### config.mk
export PLATFORM = sky130hd
export DESIGN_NAME = controle_es
export DESIGN_NICKNAME = d
export VERILOG_FILES = /design/src/rtl/controle_es.sv
export SDC_FILE = /design/constraint.sdc
export NUM_CORES = 1
export LEC_CHECK = 0
export CORE_UTILIZATION = 40
export DETAILED_ROUTE_END_ITERATION = 8
export REMOVE_ABC_BUFFERS = 1
export SYNTH_ARGS = -nofsm -noshare
export SYNTH_HDL_FRONTEND = slang
export SYNTH_SLANG_ARGS = --single-unit
### constraint.sdc
create_clock -name clock -period 2.75 [get_ports clock]
set_clock_uncertainty 0.15 [all_clocks]
set_input_delay 0.55 -clock clock [delete_from_list [all_inputs] [get_ports clock]]
set_output_delay 0.55 -clock clock [all_outputs]
set_load 0.02 [all_outputs]
### src/rtl/controle_es.sv
// I/O sequencer: stalls the core on input until a debounced key press, renders output values on 7-seg.
// Latency: cpu_en is combinational from state/strobes; display updates 28 cycles after the output capture.
// Backpressure: a new output capture aborts a running conversion (latest value wins); a held key never re-releases.
module controle_es #(
    parameter int DIGITS          = 8,
    parameter int DEBOUNCE_CYCLES = 50000
) (
    input  logic                  clock,
    input  logic                  reset_n,
    input  logic                  botao_n,
    input  logic                  OpIn,
    input  logic                  OpOut,
    input  logic                  OpHalt,
    input  logic [27:0]           dado_saida,
    output logic                  cpu_en,
    output logic                  aguardando,
    output logic                  parado,
    output logic                  ocupado,
    output logic [7*DIGITS-1:0]   hex
);

    localparam int NB    = (DIGITS > 9) ? DIGITS : 9;
    localparam int CNT_W = (DEBOUNCE_CYCLES > 1) ? $clog2(DEBOUNCE_CYCLES) : 1;
    localparam logic [CNT_W-1:0] CNT_LAST = CNT_W'(DEBOUNCE_CYCLES - 1);

    localparam logic [1:0] EXEC    = 2'd0;
    localparam logic [1:0] WAIT_IN = 2'd1;
    localparam logic [1:0] IN_DONE = 2'd2;
    localparam logic [1:0] HALT    = 2'd3;

    localparam logic [6:0] SEG_BLANK = 7'b1111111;
    localparam logic [6:0] SEG_DASH  = 7'b0111111;
    localparam logic [6:0] SEG_ZERO  = 7'b1000000;
    localparam logic [7*DIGITS-1:0] HEX_RESET = {{(DIGITS-1){SEG_BLANK}}, SEG_ZERO};

    function automatic logic [63:0] pow10(input int n);
        logic [63:0] r;
        r = 64'd1;
        for (int k = 0; k < n; k++) r = r * 64'd10;
        return r;
    endfunction

    localparam logic [63:0] LIMIT = pow10(DIGITS);

    function automatic logic [6:0] seg7(input logic [3:0] d);
        case (d)
            4'd0:    seg7 = 7'b1000000;
            4'd1:    seg7 = 7'b1111001;
            4'd2:    seg7 = 7'b0100100;
            4'd3:    seg7 = 7'b0110000;
            4'd4:    seg7 = 7'b0011001;
            4'd5:    seg7 = 7'b0010010;
            4'd6:    seg7 = 7'b0000010;
            4'd7:    seg7 = 7'b1111000;
            4'd8:    seg7 = 7'b0000000;
            4'd9:    seg7 = 7'b0010000;
            default: seg7 = SEG_BLANK;
        endcase
    endfunction

    // Key path: synchroniser idles at the released (high) level.
    logic             sync_q1;
    logic             sync_q2;
    logic             key_level;
    logic             press;
    logic [CNT_W-1:0] db_cnt;

    always_ff @(posedge clock or negedge reset_n) begin
        if (!reset_n) begin
            sync_q1   <= 1'b1;
            sync_q2   <= 1'b1;
            key_level <= 1'b1;
            db_cnt    <= '0;
            press     <= 1'b0;
        end else begin
            sync_q1 <= botao_n;
            sync_q2 <= sync_q1;
            press   <= 1'b0;
            if (sync_q2 == key_level) begin
                db_cnt <= '0;
            end else if (db_cnt == CNT_LAST) begin
                key_level <= sync_q2;
                db_cnt    <= '0;
                press     <= !sync_q2;
            end else begin
                db_cnt <= db_cnt + 1'b1;
            end
        end
    end

    logic [1:0] state;
    logic [1:0] state_nxt;

    always_comb begin
        state_nxt = state;
        case (state)
            EXEC: begin
                if (OpHalt)    state_nxt = HALT;
                else if (OpIn) state_nxt = WAIT_IN;
            end
            WAIT_IN: if (press) state_nxt = IN_DONE;
            IN_DONE: state_nxt = EXEC;
            HALT:    state_nxt = HALT;
            default: state_nxt = EXEC;
        endcase
    end

    always_ff @(posedge clock or negedge reset_n) begin
        if (!reset_n) state <= EXEC;
        else          state <= state_nxt;
    end

    assign cpu_en     = ((state == EXEC) && !OpIn && !OpHalt) || (state == IN_DONE);
    assign aguardando = (state == WAIT_IN);
    assign parado     = (state == HALT);

    logic                capture;
    logic [27:0]         bin_q;
    logic [4*NB-1:0]     bcd_q;
    logic [4*NB-1:0]     bcd_adj;
    logic [4*NB-1:0]     bcd_shift;
    logic [4:0]          step_q;
    logic                ovf_q;
    logic [7*DIGITS-1:0] hex_nxt;
    logic                seen;
    logic [3:0]          digit;

    assign capture = (state == EXEC) && cpu_en && OpOut;

    // One double-dabble step: add-3 correction, then shift the next binary bit in.
    always_comb begin
        bcd_adj = bcd_q;
        for (int i = 0; i < NB; i++) begin
            if (bcd_q[4*i +: 4] >= 4'd5) bcd_adj[4*i +: 4] = bcd_q[4*i +: 4] + 4'd3;
        end
        bcd_shift = {bcd_adj[4*NB-2:0], bin_q[27]};
    end

    // Digits above the value's top digit are zero when no overflow, so scanning DIGITS is enough.
    always_comb begin
        hex_nxt = '1;
        seen    = 1'b0;
        digit   = 4'd0;
        for (int i = DIGITS - 1; i >= 0; i--) begin
            digit = bcd_shift[4*i +: 4];
            if (digit != 4'd0) seen = 1'b1;
            if (ovf_q)                hex_nxt[7*i +: 7] = SEG_DASH;
            else if (seen || i == 0)  hex_nxt[7*i +: 7] = seg7(digit);
            else                      hex_nxt[7*i +: 7] = SEG_BLANK;
        end
    end

    always_ff @(posedge clock or negedge reset_n) begin
        if (!reset_n) begin
            bin_q   <= '0;
            bcd_q   <= '0;
            step_q  <= '0;
            ovf_q   <= 1'b0;
            ocupado <= 1'b0;
            hex     <= HEX_RESET;
        end else if (capture) begin
            bin_q   <= dado_saida;
            bcd_q   <= '0;
            step_q  <= '0;
            ovf_q   <= ({36'd0, dado_saida} >= LIMIT);
            ocupado <= 1'b1;
        end else if (ocupado) begin
            bin_q  <= bin_q << 1;
            bcd_q  <= bcd_shift;
            step_q <= step_q + 5'd1;
            if (step_q == 5'd27) begin
                ocupado <= 1'b0;
                hex     <= hex_nxt;
            end
        end
    end

endmodule

# [Word-level counts from Yosys, hierarchy flattened]
# Memories as Yosys holds them, arrays and structs flattened.
# Cells that the tools add are included.
[totals] out_inout_bits=60 input_bits=34 register_bits=149 word_cells=119 romBits=896 mem_count=8
[classes] eq_ne=8 reduce_logical=20 add_sub_neg=11 mux=48 n_bitwise=2 n_lt_le_gt_ge=10
[mem_list] name="(no name shown)" depth=16 word_bits=7 read_ports=1 rd_clocked_by_memory_dff=0 wr=0 line_no="46" text="case (d)"
[mem_list] name="(no name shown)" depth=16 word_bits=7 read_ports=1 rd_clocked_by_memory_dff=0 wr=0 line_no="46"
[mem_list] name="(no name shown)" depth=16 word_bits=7 read_ports=1 rd_clocked_by_memory_dff=0 wr=0 line_no="46"
[mem_list] name="(no name shown)" depth=16 word_bits=7 read_ports=1 rd_clocked_by_memory_dff=0 wr=0 line_no="46"
[mem_list] name="(no name shown)" depth=16 word_bits=7 read_ports=1 rd_clocked_by_memory_dff=0 wr=0 line_no="46"
[mem_list] name="(no name shown)" depth=16 word_bits=7 read_ports=1 rd_clocked_by_memory_dff=0 wr=0 line_no="46"
[mem_list] name="2 more memories"
[op_table] operator="7-bit two-way mux" n=15
[op_table] operator="36-bit two-way mux" n=2
[op_table] operator="28-bit two-way mux" n=2
[op_table] operator="4-bit by 3-bit greater-or-equal comparator with 1-bit output (second input constant)" n=9
[op_table] operator="4-bit by 2-bit adder with 4-bit output (second input constant)" n=8
[op_table] operator="16-bit two-way mux" n=2
[op_table] operator="4-bit two-way mux" n=8
[op_table] operator="28-bit by 27-bit greater-or-equal comparator with 1-bit output (second input constant)" n=1
[op_table] operator="4-bit nonzero test" n=7
[op_table] operator="16-bit by 1-bit adder with 16-bit output (second input constant)" n=1
[op_table] operator="16-bit == test (second input constant)" n=1
[op_table] operator="1-bit two-way mux" n=12
[op_table] operator="5-bit two-way mux" n=2
[op_table] operator="2-bit case mux with 4 select lines" n=1
[op_table] operator="2-bit two-way mux" n=3
[op_table] operator="5-bit by 1-bit adder with 5-bit output (second input constant)" n=1
[op_table] operator="5-bit == test (second input constant)" n=1
[op_table] operator="2-bit == test (second input constant)" n=2
[op_table] operator="1-bit logical AND" n=4
[op_table] operator="2-bit AND reduction" n=2
[op_table] operator="3-bit by 2-bit adder with 3-bit output (second input constant)" n=1
[op_table] operator="1-bit logical NOT" n=3
[op_table] operator="3-bit two-way mux" n=1
[op_table] operator="3-bit inequality test (second input constant)" n=1
[op_table] operator="8 further kinds" n=9

# [Depth between registers and ports, before layout]
# Gate-level depths: netlist of the first run.
[depth] ltp_word=12 ltp_mapped=12 depth_no_buf=12

# [Least setup slack after synthesis of the first run]
# Ideal clock, no wire load.
[synth_timing] kind="reg2reg" startpoint="register bcd_q[24]" endpoint="register hex[19]" required_ns=2.527 n_path_buf=1 path_slack_ns=-0.195 path_stages_with_launch=13 synth_period_minus_slack_ns=2.945 arrival_ns=2.722 setup_time_ns=0.073 path_cell_list="dfrtp_1 -> inv_1 -> ha_1 -> clkbuf_1 -> nand2b_1 -> a21oi_1 -> xnor2_1 -> ha_1 -> and3_1 -> nand4_2 -> nor4b_2 -> nor3_2 -> a21oi_1"
[synth_via] elab_chain_len=11 elab_cells_between_ends=13 cone_classes="add/sub (1); order compare (1); mux (9); reduce/logical (2)"
[synth_lines] item="from (decl)" line_no="119" text="logic [4*NB-1:0] bcd_q;"
[synth_lines] item="from (signal assigned)" line_no="169" text="bcd_q <= bcd_shift;"
[synth_lines] item="4-bit by 2-bit adder with 4-bit output / 4-bit by 3-bit greater-or-equal comparator with 1-bit output (equally long branches)" line_no="134" text="if (bcd_q[4*i +: 4] >= 4'd5) bcd_adj[4*i +: 4] = bcd_q[4*i +: 4] + 4'd3;"
[synth_lines] item="4-bit two-way mux (*)" line_no="134"
[synth_lines] item="4-bit nonzero test" line_no="146" text="if (digit != 4'd0) seen = 1'b1;"
[synth_lines] item="1-bit two-way mux" line_no="146"
[synth_lines] item="1-bit two-way mux (*) (5 in a row)" line_no="146"
[synth_lines] item="7-bit two-way mux (*)" line_no="148" text="else if (seen || i == 0) hex_nxt[7*i +: 7] = seg7(digit);"
[synth_lines] item="7-bit two-way mux (*)" line_no="147" text="if (ovf_q) hex_nxt[7*i +: 7] = SEG_DASH;"
[synth_lines] item="to (signal assigned)" line_no="173" text="hex <= hex_nxt;"
[synth_lines] item="to (decl)" line_no="19" text="output logic [7*DIGITS-1:0] hex"
# Every way passes the cells marked *; elsewhere a longest branch is shown, timed or not.
# A chain may end at the register's enable or synchronous reset.

# [Final worst setup path of the first run]
[layout_timing] startpoint="register bcd_q[16]" endpoint="register hex[14]"
[layout_via] elab_chain_len=9 elab_cells_between_ends=11 cone_classes="add/sub (1); order compare (1); mux (7); reduce/logical (2)"
[layout_lines] item="4-bit by 2-bit adder with 4-bit output / 4-bit by 3-bit greater-or-equal comparator with 1-bit output (equally long branches)" line_no="134"
[layout_lines] item="4-bit two-way mux (*)" line_no="134"
[layout_lines] item="4-bit nonzero test" line_no="146"
[layout_lines] item="1-bit two-way mux" line_no="146"
[layout_lines] item="1-bit two-way mux (*) (3 in a row)" line_no="146"
[layout_lines] item="7-bit two-way mux (*)" line_no="148"
[layout_lines] item="7-bit two-way mux (*)" line_no="147"
# Marked as above.

==> results.cfg, run 1 <==
[cts]
clock_path_buffers = 2
worstSkewPairLatency_ps = 420
cts_tree = done
cts.sinks = 145
cts_root_buf = clkbuf_16
clkSlewWorstSetupHoldPaths_ps = 60
cts_buffers = 17
h-tree-depth = 4

[synth]
synth_edf_count = 0
yosys.area_share.adder_pct = 8.47
ys_top_cells_by_area = dfrtp_1 27%, dfstp_2 17%, ha_1 8.5%, mux2i_1 7.7%, nor2_1 4.9%
yosys.area_share.simple_pct = 16.8
async_reset_ff_share_pct = 100
synth_top_family_by_area = simple AND/OR/NAND/NOR gates
synthCells = 878
yosysUniqueCellTypes = 64
muxShareOfSynthArea_pct = 9.20
synth_xor_xnor_area_share_pct = 2.81
synth_top_area_share_pct = 27.4
yosysSeqAreaShare_pct = 43.9
yosysWarnings = 0
syn-cell-area_um2 = 8420
synth_compound_area_share_pct = 15.3
ys_seq_elements = 145
syn_area_per_cell_um2 = 9.59
synth_top_cell_by_area = dfrtp_1
synth-main-ff-cell = dfrtp_1

[timing]
min_period_ps = 2750
slew_violations = 0
relSlewSlack_pct = 47.1
fmax_ghz = 0.364
setup_slack_ps = -0.974
finalCritPeriodShare_pct = 100
worst_pin_slew_ps = 794
final_hold_viol_count = 0
rsz0062_at_grt = true
hold_slack_ps = 205
setup_viol = 1

[pwr]
cellLeakagePower_nw = 4.73
p_per_area_nw_per_um2 = 407
finalPower_w = 0.00459
peakVddDrop_v = 0.000360

[layout]
multiInputGateArea_um2 = 4720
syn2layout_area_growth_pct = 33.9
regArea_um2 = 3700
fin_cells = 1346
nets = 1154
fillCellCount = 1882
diodes = 0
drive_above_1_share_pct = 25.1

[die]
die_h_um = 147
io_pins = 94
coreArea_um2 = 20400
num_rows = 52
start_util_pct = 41.2
dieArea_um2 = 21600
die_w_um = 147

[hold_path]
hold_class = reg2reg
hold_end = sync_q2
min_delay_path_depth = 0
min_from = sync_q1

[outcome]
status = complete, but fails checks
violations = setup timing

[placement]
dpl.hpwl_mm = 14.3
globalplace.congestion = 0.879
dp.cells = 1299
portBuffers = 93

[critical_path]
crit_arrival_ps = 2950
cp.required_ps = 2950
end_kind = flip-flop
r2r_slack_ps = -1
r2r_start = bcd_q[16]
r2r-end = hex[14]
crit_slowest_cell = dfrtp_1
crit_path_max_incr_delay_ps = 410
path_max_fanout = 5
reg2reg_depth = 14
worstSetupStartpointType = flip-flop
path_cells = inv_1, ha_2, nand2b_4, buf_4, a21oi_4, xnor2_2, inv_2, ha_2, and3_4, nand4_4, nor4b_4, buf_4, nor3_4, a21oi_1
criticalPathCategory = reg2reg

[grt]
grt_usage_pct = 19.2
grt_pass1_wl_mm = 33.2
grt_pass1_vias = 6633
overflow = 0
antenna_found_initial = 0
grt_max_degree = 65

[drt]
drt-initial-drc-count = 308
drc = 0
vias_per_cell = 5.09
drt-total-wl_mm = 20.1
first_pass_iters = 4
wl_per_cell_um = 14.9
ant_nets = 0
vias = 6845

[job]
maxCapViolations = 0
==> worst max-delay path by stage <==
stage	endpoint	startpoint	slack [ps]
finish	hex[14]	bcd_q[16]	-1
global route	hex[16]	bcd_q[16]	-140
CTS	hex[34]	bcd_q[16]	-1
detailed placement	hex[17]	bcd_q[20]	-130
global placement	hex[12]	bcd_q[20]	-40
floorplan	hex[35]	ocupado	-3090
==> synth_stat cells (all sizes together), types with 15 or more instances <==
master and count:
a211oi 22, mux2i 65, o21ai 56, nand3 15, nor2 109, dfrtp 92
inv 42, nand2b 17, a21oi 70, nor3 15, nor3b 16, xnor2 17
dfstp 53, clkbuf 28, ha 57, nand2 77
==> worst max-delay path, delay by kind of cell, from the launching register on <==
| kind | cells | cell delay (ps) |
|---|---|---|
| DFF | 1 | 410 |
| AOI/OAI and AO/OA | 2 | 300 |
| xor gates and xnor gates | 1 | 110 |
| and+or+nand+nor | 5 | 840 |
| adders and majority gates | 2 | 390 |
| buffers and inverters | 4 | 470 |
==> placed cells by master (no fill, tap or decap), drive strengths merged, types with 3 or more instances in the layout <==
cell type and n:
buf 108, a211oi 22, mux2i 65, xnor2 17
nor3 15, nor3b 16, o211ai 7, or3 5
or2 3, nand4b 4, clkbuf 23, nand3 15
o21ai 56, clkdlybuf4s50 91, and3 10, clkinvlp 3
ha 57, nand2b 17, a21oi 70, xor2 10
a31oi 6, clkinv 4, nor2 109, o21bai 3
nand4 8, nand2 77, mux2 11, dfstp 53
nand3b 5, dfrtp 92, a21o 4, inv 42
o22a 13
==> state kept, by name, indices dropped and copies added, names as in the netlist <==
register,cells
hex,56
bcd_q,32
bin_q,28
db_cnt,16
step_q,5
state,2
key_level,1
ocupado,1
ovf_q,1
press,1
sync_q1,1
sync_q2,1
==> final cells by class <==
class                           instances  share of cell area [%]
Multi-Input combinational cell        656                    41.9
Inverter                               42                    1.40
Clock buffer                           23                    4.33
Tap cell                              270                    3.00
Timing Repair Buffer                  201                    15.7
Sequential cell                       145                    32.8
Clock inverter                          9                   0.944
==> routing by layer <==
metal	wire, um	up-vias	global-route usage [%]
met4	212	0	5.10
met2	9430	91	31.0
met1	9820	3258	26.3
met5	0	-	0
met3	617	20	3.63
li1	-	3476	-
==> through the flow <==
step                      setup slack (ps)  cell area (um^2)  TNS (ps)  util [%]
after floorplan                      -3090              8270   -154940         -
after global placement               -35.1             10300      -239      50.3
after detailed placement              -133             10300     -2490      50.3
after CTS                            -1.22             11000     -1.22      53.8
after global routing                  -144             11300     -1480      55.2
final                               -0.974             11300    -0.974      55.2
==> report_power, final <==
part           switching [W]  total [W]  internal [W]
registers         0.00000312    0.00215       0.00214
logic              0.0000606   0.000114     0.0000538
clock network       0.000900    0.00233       0.00143
total               0.000964    0.00459       0.00363
==> cells by family (layout without fill, tap and decap cells) <==
family                   count (synthesis)  count (layout)
AND/OR/NAND/NOR                        292             292
adder cells (fa/ha/maj)                 57              57
buffers and inverters                   77             275
flip-flops                             145             145
XOR/XNOR                                27              27
multiplexers                            76              76
AO/OA/AOI/OAI                          204             204
==> timing repair <==
item	in CTS	in global routing
gates resized for setup	15	56
pin swaps	7	21
gates cloned	0	0
hold buffers	1	0
endpoints found under the setup margin	29	36
buffers inserted	6	9
hold endpoints to repair	24	0
(Power assumes the default switching activity.)
==> inputs of run 2 (changes only) <==
--- a/config.mk
+++ b/config.mk
@@ -5,6 +5,7 @@
 export SDC_FILE = /design/constraint.sdc
 export NUM_CORES = 1
 export LEC_CHECK = 0
+export ABC_CLOCK_PERIOD_IN_PS = 2750
 export CORE_UTILIZATION = 40
 export DETAILED_ROUTE_END_ITERATION = 8
 export REMOVE_ABC_BUFFERS = 1
==> results of run 2 <==
Final layout, timing and power as in run 1 (identical DEF).
==> inputs of run 3 (changes only) <==
--- a/config.mk
+++ b/config.mk
@@ -8,7 +8,9 @@
 export ABC_CLOCK_PERIOD_IN_PS = 2750
 export CORE_UTILIZATION = 40
 export DETAILED_ROUTE_END_ITERATION = 8
+export HOLD_SLACK_MARGIN = 0.1
 export REMOVE_ABC_BUFFERS = 1
 export SYNTH_ARGS = -nofsm -noshare
 export SYNTH_HDL_FRONTEND = slang
 export SYNTH_SLANG_ARGS = --single-unit
+export TNS_END_PERCENT = 5
==> run 3 against run 2 <==
Compared with the run above: combinational power about the same; register-to-register slack is essentially flat; critical path depth stayed put; highest routed layer unchanged; via count up 0.64%; power is essentially flat; largest power group unchanged; final cell count hardly changed; hold slack about the same; critical path type unchanged; the flow still finishes with violations (setup timing).
==> results.cfg, run 3 (synthesis results as in run 1) <==
[drt]
drt-total-wl_mm = 20.0
vias_per_cell = 5.12
first_pass_iters = 4
drc = 0
vias = 6889
drt-initial-drc-count = 302
wl_per_cell_um = 14.9
ant_nets = 0

[grt]
grt_pass1_vias = 6633
grt_max_degree = 65
grt_pass1_wl_mm = 33.2
antenna_found_initial = 0
grt_usage_pct = 19.2
overflow = 0

[placement]
globalplace.congestion = 0.879
dp_slack_ps = -133
dpl.hpwl_mm = 14.3
dp.cells = 1299
portBuffers = 93
placed_area_um2 = 10300

[layout]
diodes = 0
layout_common_cells = 109 x nor2_1, 103 x buf_4, 91 x dfrtp_1, 91 x clkdlybuf4s50_1, 76 x nand2_1
fin_cells = 1345
drive_above_1_share_pct = 24.0
fillCellCount = 1883
syn2layout_area_growth_pct = 33.3
largest_reg_flops = 56
top_regs = hex (56), bcd_q (32), bin_q (28)
nets = 1153
top_register = hex
final_area_um2 = 11200
final_common_cell = nor2_1

[critical_path]
crit_arrival_ps = 2970
r2r_start = bcd_q[16]
end_kind = flip-flop
reg2reg_depth = 14
path_max_fanout = 5
criticalPathCategory = reg2reg
cp.required_ps = 2950
worstSetupStartpointType = flip-flop
r2r-end = hex[16]
cp-startpoint = bcd_q[16]
r2r_slack_ps = -10

[hold_path]
min_delay_path_depth = 0
hold_end = sync_q2
min_from = sync_q1
hold_class = reg2reg

[die]
coreArea_um2 = 20400
dieArea_um2 = 21600
die_w_um = 147
start_util_pct = 41.2
io_pins = 94
die_h_um = 147
num_rows = 52

[cts]
cts_root_buf = clkbuf_16
clkSlewWorstSetupHoldPaths_ps = 60
h-tree-depth = 4
clock_path_buffers = 2
cts.sinks = 145
cts_buffers = 17
cts_tree = done
worstSkewPairLatency_ps = 420

[timing]
fmax_ghz = 0.362
slew_violations = 0
finalCritPeriodShare_pct = 101
relSlewSlack_pct = 47.1
fin_setup_tns_ps = -22.7
min_period_ps = 2760
setup_viol = 2
setup_slack_ps = -13.8
final_hold_viol_count = 0
worst_pin_slew_ps = 793
rsz0062_at_grt = true
hold_slack_ps = 205

[pwr]
cellLeakagePower_nw = 4.72
peakVddDrop_v = 0.000362
p_per_area_nw_per_um2 = 409

[job]
maxCapViolations = 0

[outcome]
status = complete, but fails checks
violations = setup timing
==> run 3: changes by cell type in the layout (fill, tap and decap cells not counted), sizes merged <==
cell	change
buf	-1
==> run 3: cell type report <==
| class | count | area [um^2] | share of cell area, % |
|---|---|---|---|
| flip-flops and latches | 145 | 3700 | 33.0 |
| well taps | 270 | 338 | 3.01 |
| clock inverters | 9 | 106 | 0.948 |
| clock buffers | 23 | 488 | 4.35 |
| repair buffers | 200 | 1760 | 15.7 |
| inverters | 42 | 158 | 1.41 |
| multi-input cells | 656 | 4670 | 41.6 |
==> run 3: what timing repair did <==
| item | 4_1_cts | 5_1_grt |
|---|---|---|
| setup buffers | 6 | 7 |
| gates resized for setup | 14 | 45 |
| hold endpoints to repair | 24 | 0 |
| endpoints found under the setup margin | 29 | 36 |
| pin swaps | 7 | 15 |
| hold buffers | 1 | 0 |
==> run 3: power by group <==
| part | switching, W | internal [W] | leakage [nW] |
|---|---|---|---|
| Sequential | 0.00000308 | 0.00214 | 1.72 |
| Clock | 0.000899 | 0.00143 | 0.285 |
| Combinational | 0.0000608 | 0.0000538 | 2.72 |
==> run 3: worst max path at each step <==
| stage | to | cells after the start |
|---|---|---|
| 6_report | hex[16] | 14 |
| 5_1_grt | hex[16] | 14 |
| 4_1_cts | hex[17] | 12 |
| 3_5_place_dp | hex[17] | 12 |
| 3_3_place_gp | hex[12] | 11 |
| 2_1_floorplan | hex[35] | 5 |
==> run 3: through the flow <==
step                      power, W  utilization, %
after floorplan            0.00219               -
after global placement     0.00230            50.3
after detailed placement   0.00230            50.3
after CTS                  0.00463            53.8
after global routing       0.00474            54.9
final                      0.00459            54.9
==> run 3: metal layers <==
metal	GRT usage (%)	up-vias	wire (um)
met5	0	-	0
met4	5.10	0	202
met3	3.63	18	665
met2	31.0	112	9300
met1	26.3	3291	9830
li1	-	3468	-
==> run 3: worst max-delay path, stage by stage, from the launching register on <==
cell and delay [ps]:
dfrtp_1 410, inv_1 80, ha_2 210, nand2b_4 60, buf_4 130, a21oi_4 170
xnor2_2 100, inv_2 70, ha_1 180, and3_4 210, nand4_4 170, nor4b_4 350
buf_4 180, nor3_4 60, a21oi_1 150
